### src/rtl/cdda_sector_streamer.sv
// cdda_sector_streamer: fetches CD-DA sectors from storage and packs 16-bit halves
// into 32-bit stereo samples written to the audio FIFO one sector per grant.
module cdda_sector_streamer #(
   parameter int SECTOR_HALVES = 1176,
   parameter int REQ_HOLDOFF   = 4
) (
   input  logic        i_clk,
   input  logic        i_reset,
   input  logic        i_play_start,
   input  logic [31:0] i_play_lba,
   input  logic [31:0] i_play_count,
   input  logic        i_play_stop,
   input  logic        i_pause,
   output logic        o_busy,
   output logic        o_done,
   output logic        o_error,
   output logic [31:0] o_cur_lba,
   output logic [31:0] o_remain,
   output logic        o_sect_rd,
   output logic [31:0] o_sect_lba,
   input  logic        i_sect_ack,
   input  logic [15:0] i_sect_data,
   input  logic        i_sect_valid,
   output logic        o_sect_ready,
   input  logic        i_sect_err,
   input  logic        i_cdda_req,
   output logic        o_cdda_wr,
   output logic [31:0] o_cdda_data
);
   localparam int HW = $clog2(REQ_HOLDOFF + 1);
   typedef enum logic [2:0] {IDLE, WAIT_REQ, ISSUE, RECV, DRAIN} state_t;
   state_t r_state, w_next;
   logic [HW-1:0] r_hold;
   logic [10:0]   r_half;
   logic [15:0]   r_low;
   logic [31:0]   r_data, r_lba, r_remain;
   logic          r_pend, r_done, r_err;
   logic          w_start, w_err, w_take, w_last, w_end, w_fin;
   assign w_start      = i_play_start & (r_state == IDLE) & ~r_pend;
   assign w_err        = i_sect_err & (r_state == ISSUE || r_state == RECV || r_state == DRAIN);
   assign o_sect_ready = (r_state == RECV || r_state == DRAIN) & ~r_pend;
   assign w_take       = i_sect_valid & o_sect_ready & ~i_sect_err;
   assign w_last       = w_take & (r_half == 11'(SECTOR_HALVES - 1));
   assign w_end        = w_last & (r_state == RECV);
   assign w_fin        = w_end & (r_remain == 32'd1);
   assign o_busy       = (r_state != IDLE) | r_pend;
   assign o_done       = r_done;
   assign o_error      = r_err;
   assign o_cur_lba    = r_lba;
   assign o_remain     = r_remain;
   assign o_sect_rd    = r_state == ISSUE;
   assign o_sect_lba   = r_lba;
   assign o_cdda_wr    = r_pend;
   assign o_cdda_data  = r_data;
   always_ff @(posedge i_clk) begin
      if (i_reset) r_state <= IDLE;
      else         r_state <= w_next;
   end
   always_comb begin
      w_next = r_state;
      case (r_state)
         IDLE:     if (w_start && i_play_count != '0) w_next = WAIT_REQ;
         WAIT_REQ: if (i_play_stop) w_next = IDLE;
                   else if (r_hold == HW'(REQ_HOLDOFF) && i_cdda_req && !i_pause) w_next = ISSUE;
         ISSUE:    if (i_sect_err || i_play_stop) w_next = IDLE;
                   else if (i_sect_ack) w_next = RECV;
         RECV:     if (i_sect_err) w_next = IDLE;
                   else if (w_end) w_next = (w_fin || i_play_stop) ? IDLE : WAIT_REQ;
                   else if (i_play_stop) w_next = DRAIN;
         DRAIN:    if (i_sect_err || w_last) w_next = IDLE;
         default:  w_next = IDLE;
      endcase
   end
   always_ff @(posedge i_clk) begin
      if (i_reset) begin
         r_hold   <= '0;
         r_half   <= '0;
         r_low    <= '0;
         r_data   <= '0;
         r_lba    <= '0;
         r_remain <= '0;
         r_pend   <= 1'b0;
         r_done   <= 1'b0;
         r_err    <= 1'b0;
      end else begin
         r_done <= (w_start && i_play_count == '0) || (w_fin && !i_play_stop);
         r_hold <= (r_state != WAIT_REQ) ? '0 : (r_hold == HW'(REQ_HOLDOFF)) ? r_hold : r_hold + 1'b1;
         r_half <= (r_state == ISSUE) ? '0 : w_take ? (w_last ? '0 : r_half + 1'b1) : r_half;
         // a drained sector is discarded, so only RECV produces write cycles
         r_pend <= w_take & r_half[0] & (r_state == RECV);
         if (w_take && !r_half[0]) r_low <= i_sect_data;
         if (w_take && r_half[0] && r_state == RECV) r_data <= {i_sect_data, r_low};
         if (w_start && i_play_count != '0) begin
            r_lba    <= i_play_lba;
            r_remain <= i_play_count;
         end else if (w_end) begin
            r_lba    <= r_lba + 32'd1;
            r_remain <= r_remain - 32'd1;
         end
         r_err <= w_start ? 1'b0 : (w_err ? 1'b1 : r_err);
      end
   end
endmodule

### config.mk
export PLATFORM = sky130hd
export DESIGN_NAME = cdda_sector_streamer
export DESIGN_NICKNAME = d
export VERILOG_FILES = /design/src/rtl/cdda_sector_streamer.sv
export SDC_FILE = /design/constraint.sdc
export NUM_CORES = 1
export LEC_CHECK = 0
export CAP_MARGIN = 20
export CORE_MARGIN = 10
export CORE_UTILIZATION = 40
export DETAILED_ROUTE_END_ITERATION = 6
export PLACE_DENSITY = 0.79
export SYNTH_ARGS = -nofsm -noshare
export SYNTH_HDL_FRONTEND = slang
export SYNTH_SLANG_ARGS = --single-unit
### constraint.sdc
create_clock -name i_clk -period 2.2 [get_ports i_clk]
set_clock_uncertainty 0.1 [all_clocks]
set_input_delay 0.44 -clock i_clk [delete_from_list [all_inputs] [get_ports i_clk]]
set_output_delay 0.44 -clock i_clk [all_outputs]
set_load 0.1 [all_outputs]
; Word level (Yosys, flattened, before mapping)
; Index checks and enable logic that the tools add are counted.
[word_totals]
reg_bits = 132
output_inout_bits = 134
[op_classes]
eq_ne = 13
muxes = 16
addsub = 4
reduce_logical = 27
bitwise_logic = 14
[ops]
columns = operator, count
row1 = 32-bit 2-to-1 mux, 4
row2 = 32-bit by 1-bit adder with 32-bit output (second input constant), 1
row3 = 32-bit by 1-bit == test with 1-bit output (second input constant), 1
row4 = 32-bit logical NOT, 1
row5 = 32-bit nonzero test, 1
row6 = 32-bit by 1-bit subtractor with 32-bit output (second input constant), 1
row7 = 3-bit 2-to-1 mux, 9
row8 = 3-bit one-hot mux with 5 select lines, 1
row9 = 11-bit by 1-bit adder with 11-bit output (second input constant), 1
row10 = 1-bit AND, 11
row11 = 11-bit == test (second input constant), 1
row12 = 11-bit 2-to-1 mux, 1
row13 = 1-bit logical AND, 8
row14 = 1-bit logical OR, 7
row15 = 3-bit by 2-bit == test with 1-bit output (second input constant), 2
row16 = 3-bit == test (second input constant), 2
row17 = 3-bit by 1-bit inequality test with 1-bit output (second input constant), 2
row18 = 2-bit OR reduction, 3
row19 = 5-bit AND reduction, 1
row20 = 2-bit by 1-bit inequality test with 1-bit output (second input constant), 2
row21 = 4-bit inequality test (second input constant), 1
row22 = 3-bit by 1-bit adder with 3-bit output (second input constant), 1
row23 = 3-bit by 1-bit == test with 1-bit output (second input constant), 1
row24 = 1-bit logical NOT, 3
row25 = other kinds (7), 8

; Logic depth before layout (Yosys ltp)
[depth]
depth_word = 13
depth_mapped = 9
mapped_depth_nobuf = 7

; Least setup slack after synthesis
; OpenSTA, ideal clock, no wires.
[synth_timing]
path_type = reg-to-reg
start = reg r_pend, in the netlist o_cdda_wr
end = reg r_remain[26], in the netlist o_remain[26]
setup_slack_ns = -1.073
arrival_time_ns = 3.101
n_path_buf = 2
required_time_ns = 2.028
stages_incl_launch_ff = 8
cell_sequence = dfxtp_1 -> or4_1 -> nor2_1 -> o21ai_1 -> clkbuf_1 -> clkbuf_1 -> o311ai_0 -> a21oi_1
[synth_via]
elab_chain_len = 7
elab_cells_between_ends = 10
classes_between = mux (1) / bitwise (7) / reduce/logical (2)
[synth_rtl]
columns = item, line_no
row1 = from (decl), 37  ; logic r_pend, r_done, r_err;
row2 = from (signal assigned), 90  ; r_pend <= w_take & r_half[0] & (r_state == RECV);
row3 = 1-bit inverter (*), "39, 41"
row4 = 1-bit AND, 41  ; assign o_sect_ready = (r_state == RECV || r_state == DRAIN) & ~r_pend;
row5 = 1-bit AND (2 in series), 42  ; assign w_take = i_sect_valid & o_sect_ready & ~i_sect_err;
row6 = 1-bit AND, 43  ; assign w_last = w_take & (r_half == 11'(SECTOR_HALVES - 1));
row7 = 1-bit AND, 44  ; assign w_end = w_last & (r_state == RECV);
row8 = 2-bit nonzero test (no source line), --
row9 = to (signal assigned), 95  ; r_remain <= i_play_count;
row10 = to (signal assigned), 98  ; r_remain <= r_remain - 32'd1;
row11 = to (decl), 36  ; logic [31:0] r_data, r_lba, r_remain;
; Mark *: on every way between the ends. The rest lies on a longest branch, timed or not.
; A chain may end at the register's enable or synchronous reset.

; Final worst setup path
[layout_timing]
start = reg r_half[6]
end = reg r_remain[3], in the netlist o_remain[3]
[layout_via]
elab_chain_len = 4
[layout_rtl]
columns = item, line_no
row1 = from (decl), 34  ; logic [10:0] r_half;
row2 = from (signal assigned), 88  ; r_half <= (r_state == ISSUE) ? '0 : w_take ? (w_last ? '0 : r_half + 1'b1) : r_half;
row3 = 11-bit == test, 43
row4 = 1-bit AND, 43
row5 = 1-bit AND, 44
row6 = 2-bit nonzero test (no source line), --
; No other way between the ends.

==> impl_metrics.py <==
metrics = {
    "min_path": {
        "worstHoldStart": "i_play_count[17]",
        "min_path_type": "in2reg",
        "min_to": "o_remain[17]$_SDFFE_PP0P_",
        "holdPathStages": 3,
    },
    "setup_path": {
        "crit_path_max_fanout": 4,
        "cp.arrival_ns": 2.58,
        "end_kind": "flop",
        "rr_worst_depth": 7,
        "ff2ff_setup_slack_ns": -0.13,
        "required_ns": 2.44,
        "cp-start-kind": "flop",
        "worstSetupPathType": "reg2reg",
        "r2r-start": "r_half[6]$_SDFFE_PP0N_",
        "worst_r2r_endpoint": "o_remain[3]$_SDFFE_PP0P_",
    },
    "grt": {
        "grt.total_usage": 0.225,
        "antenna_found_initial": 0,
        "grt_pass1_vias": 8185,
        "grt_max_degree": 112,
        "overflow": 0,
        "grt_pass1_wl_um": 41900,
    },
    "placed_design": {
        "post_dp_cell_area_mm2": 0.0102,
        "port_buffers": 222,
        "routabilityCongestion": 0.936,
        "dp_hpwl_um": 19700,
        "dp.cells": 1378,
    },
    "routing": {
        "final_antenna_net_count": 0,
        "drt-pass1-iter-count": 6,
        "wl_um": 29700,
        "drt-wirelength-per-cell_um": 20.6,
        "dr.first_iter.drc_count": 776,
        "vias": 8602,
        "viasPerCell": 5.97,
        "drcViolationCount": 0,
    },
    "finish": {
        "final_cell_mix": "buf_4, nand2_1, clkdlybuf4s50_1",
        "finalInstanceArea_mm2": 0.0115,
        "mostFrequentLayoutCell": "buf_4",
        "final_core_util": 0.683,
        "drive_gt1_frac": 0.412,
        "finalNetCount": 1304,
        "antennaDiodeCount": 0,
        "final_cells": 1442,
        "syn_to_final_growth_pct": 66.1,
    },
    "synth": {
        "netlist_instances": 861,
        "async_flop_share": 0,
        "synth-seq-cells": 132,
        "syn_area_mm2": 0.00690,
        "synth_edf_count": 0,
        "synthFlopType": "dfxtp_1",
        "synth_seq_area_share": 0.383,
        "syn_nets": 956,
        "avgSynthCellArea_um2": 8.01,
        "ys_warn_count": 0,
        "synthDistinctLibCells": 67,
    },
    "power_and_ir_drop": {
        "p_seq_frac": 0.277,
        "p_leak_nw": 4.67,
        "ir_drop_mv": 0.793,
        "power.switching_mw": 5.09,
        "switching_share": 0.473,
        "power.density_mw_per_mm2": 939,
        "power_frac_comb": 0.466,
        "p_int_mw": 5.66,
        "clkPwrFrac": 0.257,
    },
    "floorplan": {
        "core_area_mm2": 0.0168,
        "dieHeight_um": 151,
        "num_rows": 47,
        "start_util": 0.411,
        "die_area_mm2": 0.0229,
        "pin_count": 223,
        "chipWidth_um": 151,
    },
    "timing": {
        "setup_slack_ns": -0.135,
        "slew_headroom": 0.627,
        "hold_viol_final": 0,
        "period_needed_ns": 2.33,
        "fin_tns_setup_ns": -1.75,
        "tightest_slew_ns": 0.560,
        "rsz0062_at_grt": "true",
        "setup_viol_count_final": 35,
        "drv_slew": 0,
        "fin_crit_sh": 1.06,
        "fmaxAchievable_mhz": 428,
    },
    "clock_network": {
        "ctsHoldBuffers": 0,
        "cts.sinks": 132,
        "cts.htree.levels": 4,
        "clock_latency_ns": 0.44,
        "cts_buffers": 17,
        "cts_root_buf": "clkbuf_16",
        "cts_tree": "yes",
        "cts.clk_slew.worst_paths_ns": 0.07,
        "clockBufferDepth": 2,
    },
    "job": {
        "max_cap_violations": 0,
    },
    "outcome": {
        "violations": "setup timing",
        "status": "complete, but fails checks",
    },
}
-- cell type report --
cell class / instances / area, um2
clock inverters: 15 / 136
repair buffers: 411 / 3600
inverters: 10 / 42.5
multi-input cells: 637 / 4200
fillers: 1219 / 5310
well taps: 220 / 275
clock buffers: 17 / 425
flip-flops and latches: 132 / 2770
-- cell usage after synthesis (all sizes together) (11+ instances only) --
library cell  instances  share of area
a211oi               13          0.015
a31oi                16          0.015
or4                  11          0.012
a311oi               16          0.020
or3                  14          0.013
dfxtp               132           0.38
clkbuf               37          0.020
nor2                 68          0.038
o211ai               12          0.013
nand4                22          0.020
and3                 13          0.012
nor4                 25          0.029
o21ai                16          0.012
a21oi                74          0.054
nand3                33          0.025
buf                  45          0.047
and4                 12          0.015
nand2               147          0.080
nor3                 22          0.021
-- worst max-delay path by stage --
stage                                      start  slack, ns                    endpoint  cells after the start
after global routing      r_half[6]$_SDFFE_PP0N_      -0.19  o_cur_lba[21]$_SDFFE_PP0P_                      7
final                     r_half[6]$_SDFFE_PP0N_      -0.13    o_remain[3]$_SDFFE_PP0P_                      7
after detailed placement            i_sect_valid      -0.57  o_cur_lba[22]$_SDFFE_PP0P_                      6
after floorplan             o_cdda_wr$_SDFF_PP0_      -0.04  o_cur_lba[22]$_SDFFE_PP0P_                      5
after global placement          i_play_count[25]      -0.49   o_cur_lba[9]$_SDFFE_PP0P_                      8
after CTS                 r_half[8]$_SDFFE_PP0N_      -0.08    o_remain[3]$_SDFFE_PP0P_                      6
-- registers in the layout (all words and copies together) (netlist names) --
| signal | flops |
|---|---|
| o_cdda_data | 32 |
| o_cur_lba | 32 |
| o_remain | 32 |
| r_low | 16 |
| r_half | 11 |
| r_hold | 3 |
| r_state | 3 |
| o_cdda_wr | 1 |
| o_done | 1 |
| o_error | 1 |
-- stage by stage --
step	total power, mW	worst slack, ns	hold WS, ns
final	10.8	-0.135	0.210
after global routing	11.1	-0.189	0.246
after CTS	10.4	-0.0800	0.305
after detailed placement	7.59	-0.569	0.345
after floorplan	6.29	-0.0352	0.332
after global placement	7.54	-0.495	0.336
-- kinds of logic (layout without fill, tap and decap cells) --
| logic type | after synthesis | after routing | synth area share |
|---|---|---|---|
| and+or+nand+nor | 406 | 406 | 0.308 |
| muxes | 6 | 6 | 0.00871 |
| buffers and inverters | 92 | 453 | 0.0722 |
| DFF | 132 | 132 | 0.383 |
| adders and majority gates | 6 | 6 | 0.0109 |
| AOI/OAI and AO/OA | 205 | 205 | 0.200 |
| xor gates and xnor gates | 14 | 14 | 0.0178 |
-- power groups by stage --
stage	Clock (mW)	Combinational, mW	Sequential [mW]
6_report	2.76	5.01	2.97
5_1_grt	2.90	5.18	3.01
4_1_cts	2.79	4.69	2.94
3_5_place_dp	0	4.60	2.99
3_3_place_gp	0	4.56	2.98
2_1_floorplan	0	2.02	4.27
-- worst max-delay path: stages (launching register included) --
cell	delay, ns
dfxtp_2	0.32
or4b_4	0.57
buf_4	0.18
nor2_4	0.16
buf_4	0.14
nand2_2	0.08
or4_4	0.52
a31oi_4	0.17
-- layer usage --
layer | GRT usage | vias up | part of all wire
li1 | - | 3870 | -
met1 | 0.263 | 4014 | 0.36
met2 | 0.375 | 589 | 0.47
met3 | 0.0758 | 129 | 0.12
met4 | 0.0852 | 0 | 0.042
met5 | 0 | - | 0
-- timing repair --
action,in CTS,in global routing
buffers inserted,9,19
cloned,2,2
pin swaps,18,41
endpoints found under the setup margin,51,86
resized for setup,26,82
No activity file was read; power rests on OpenSTA's default activity.
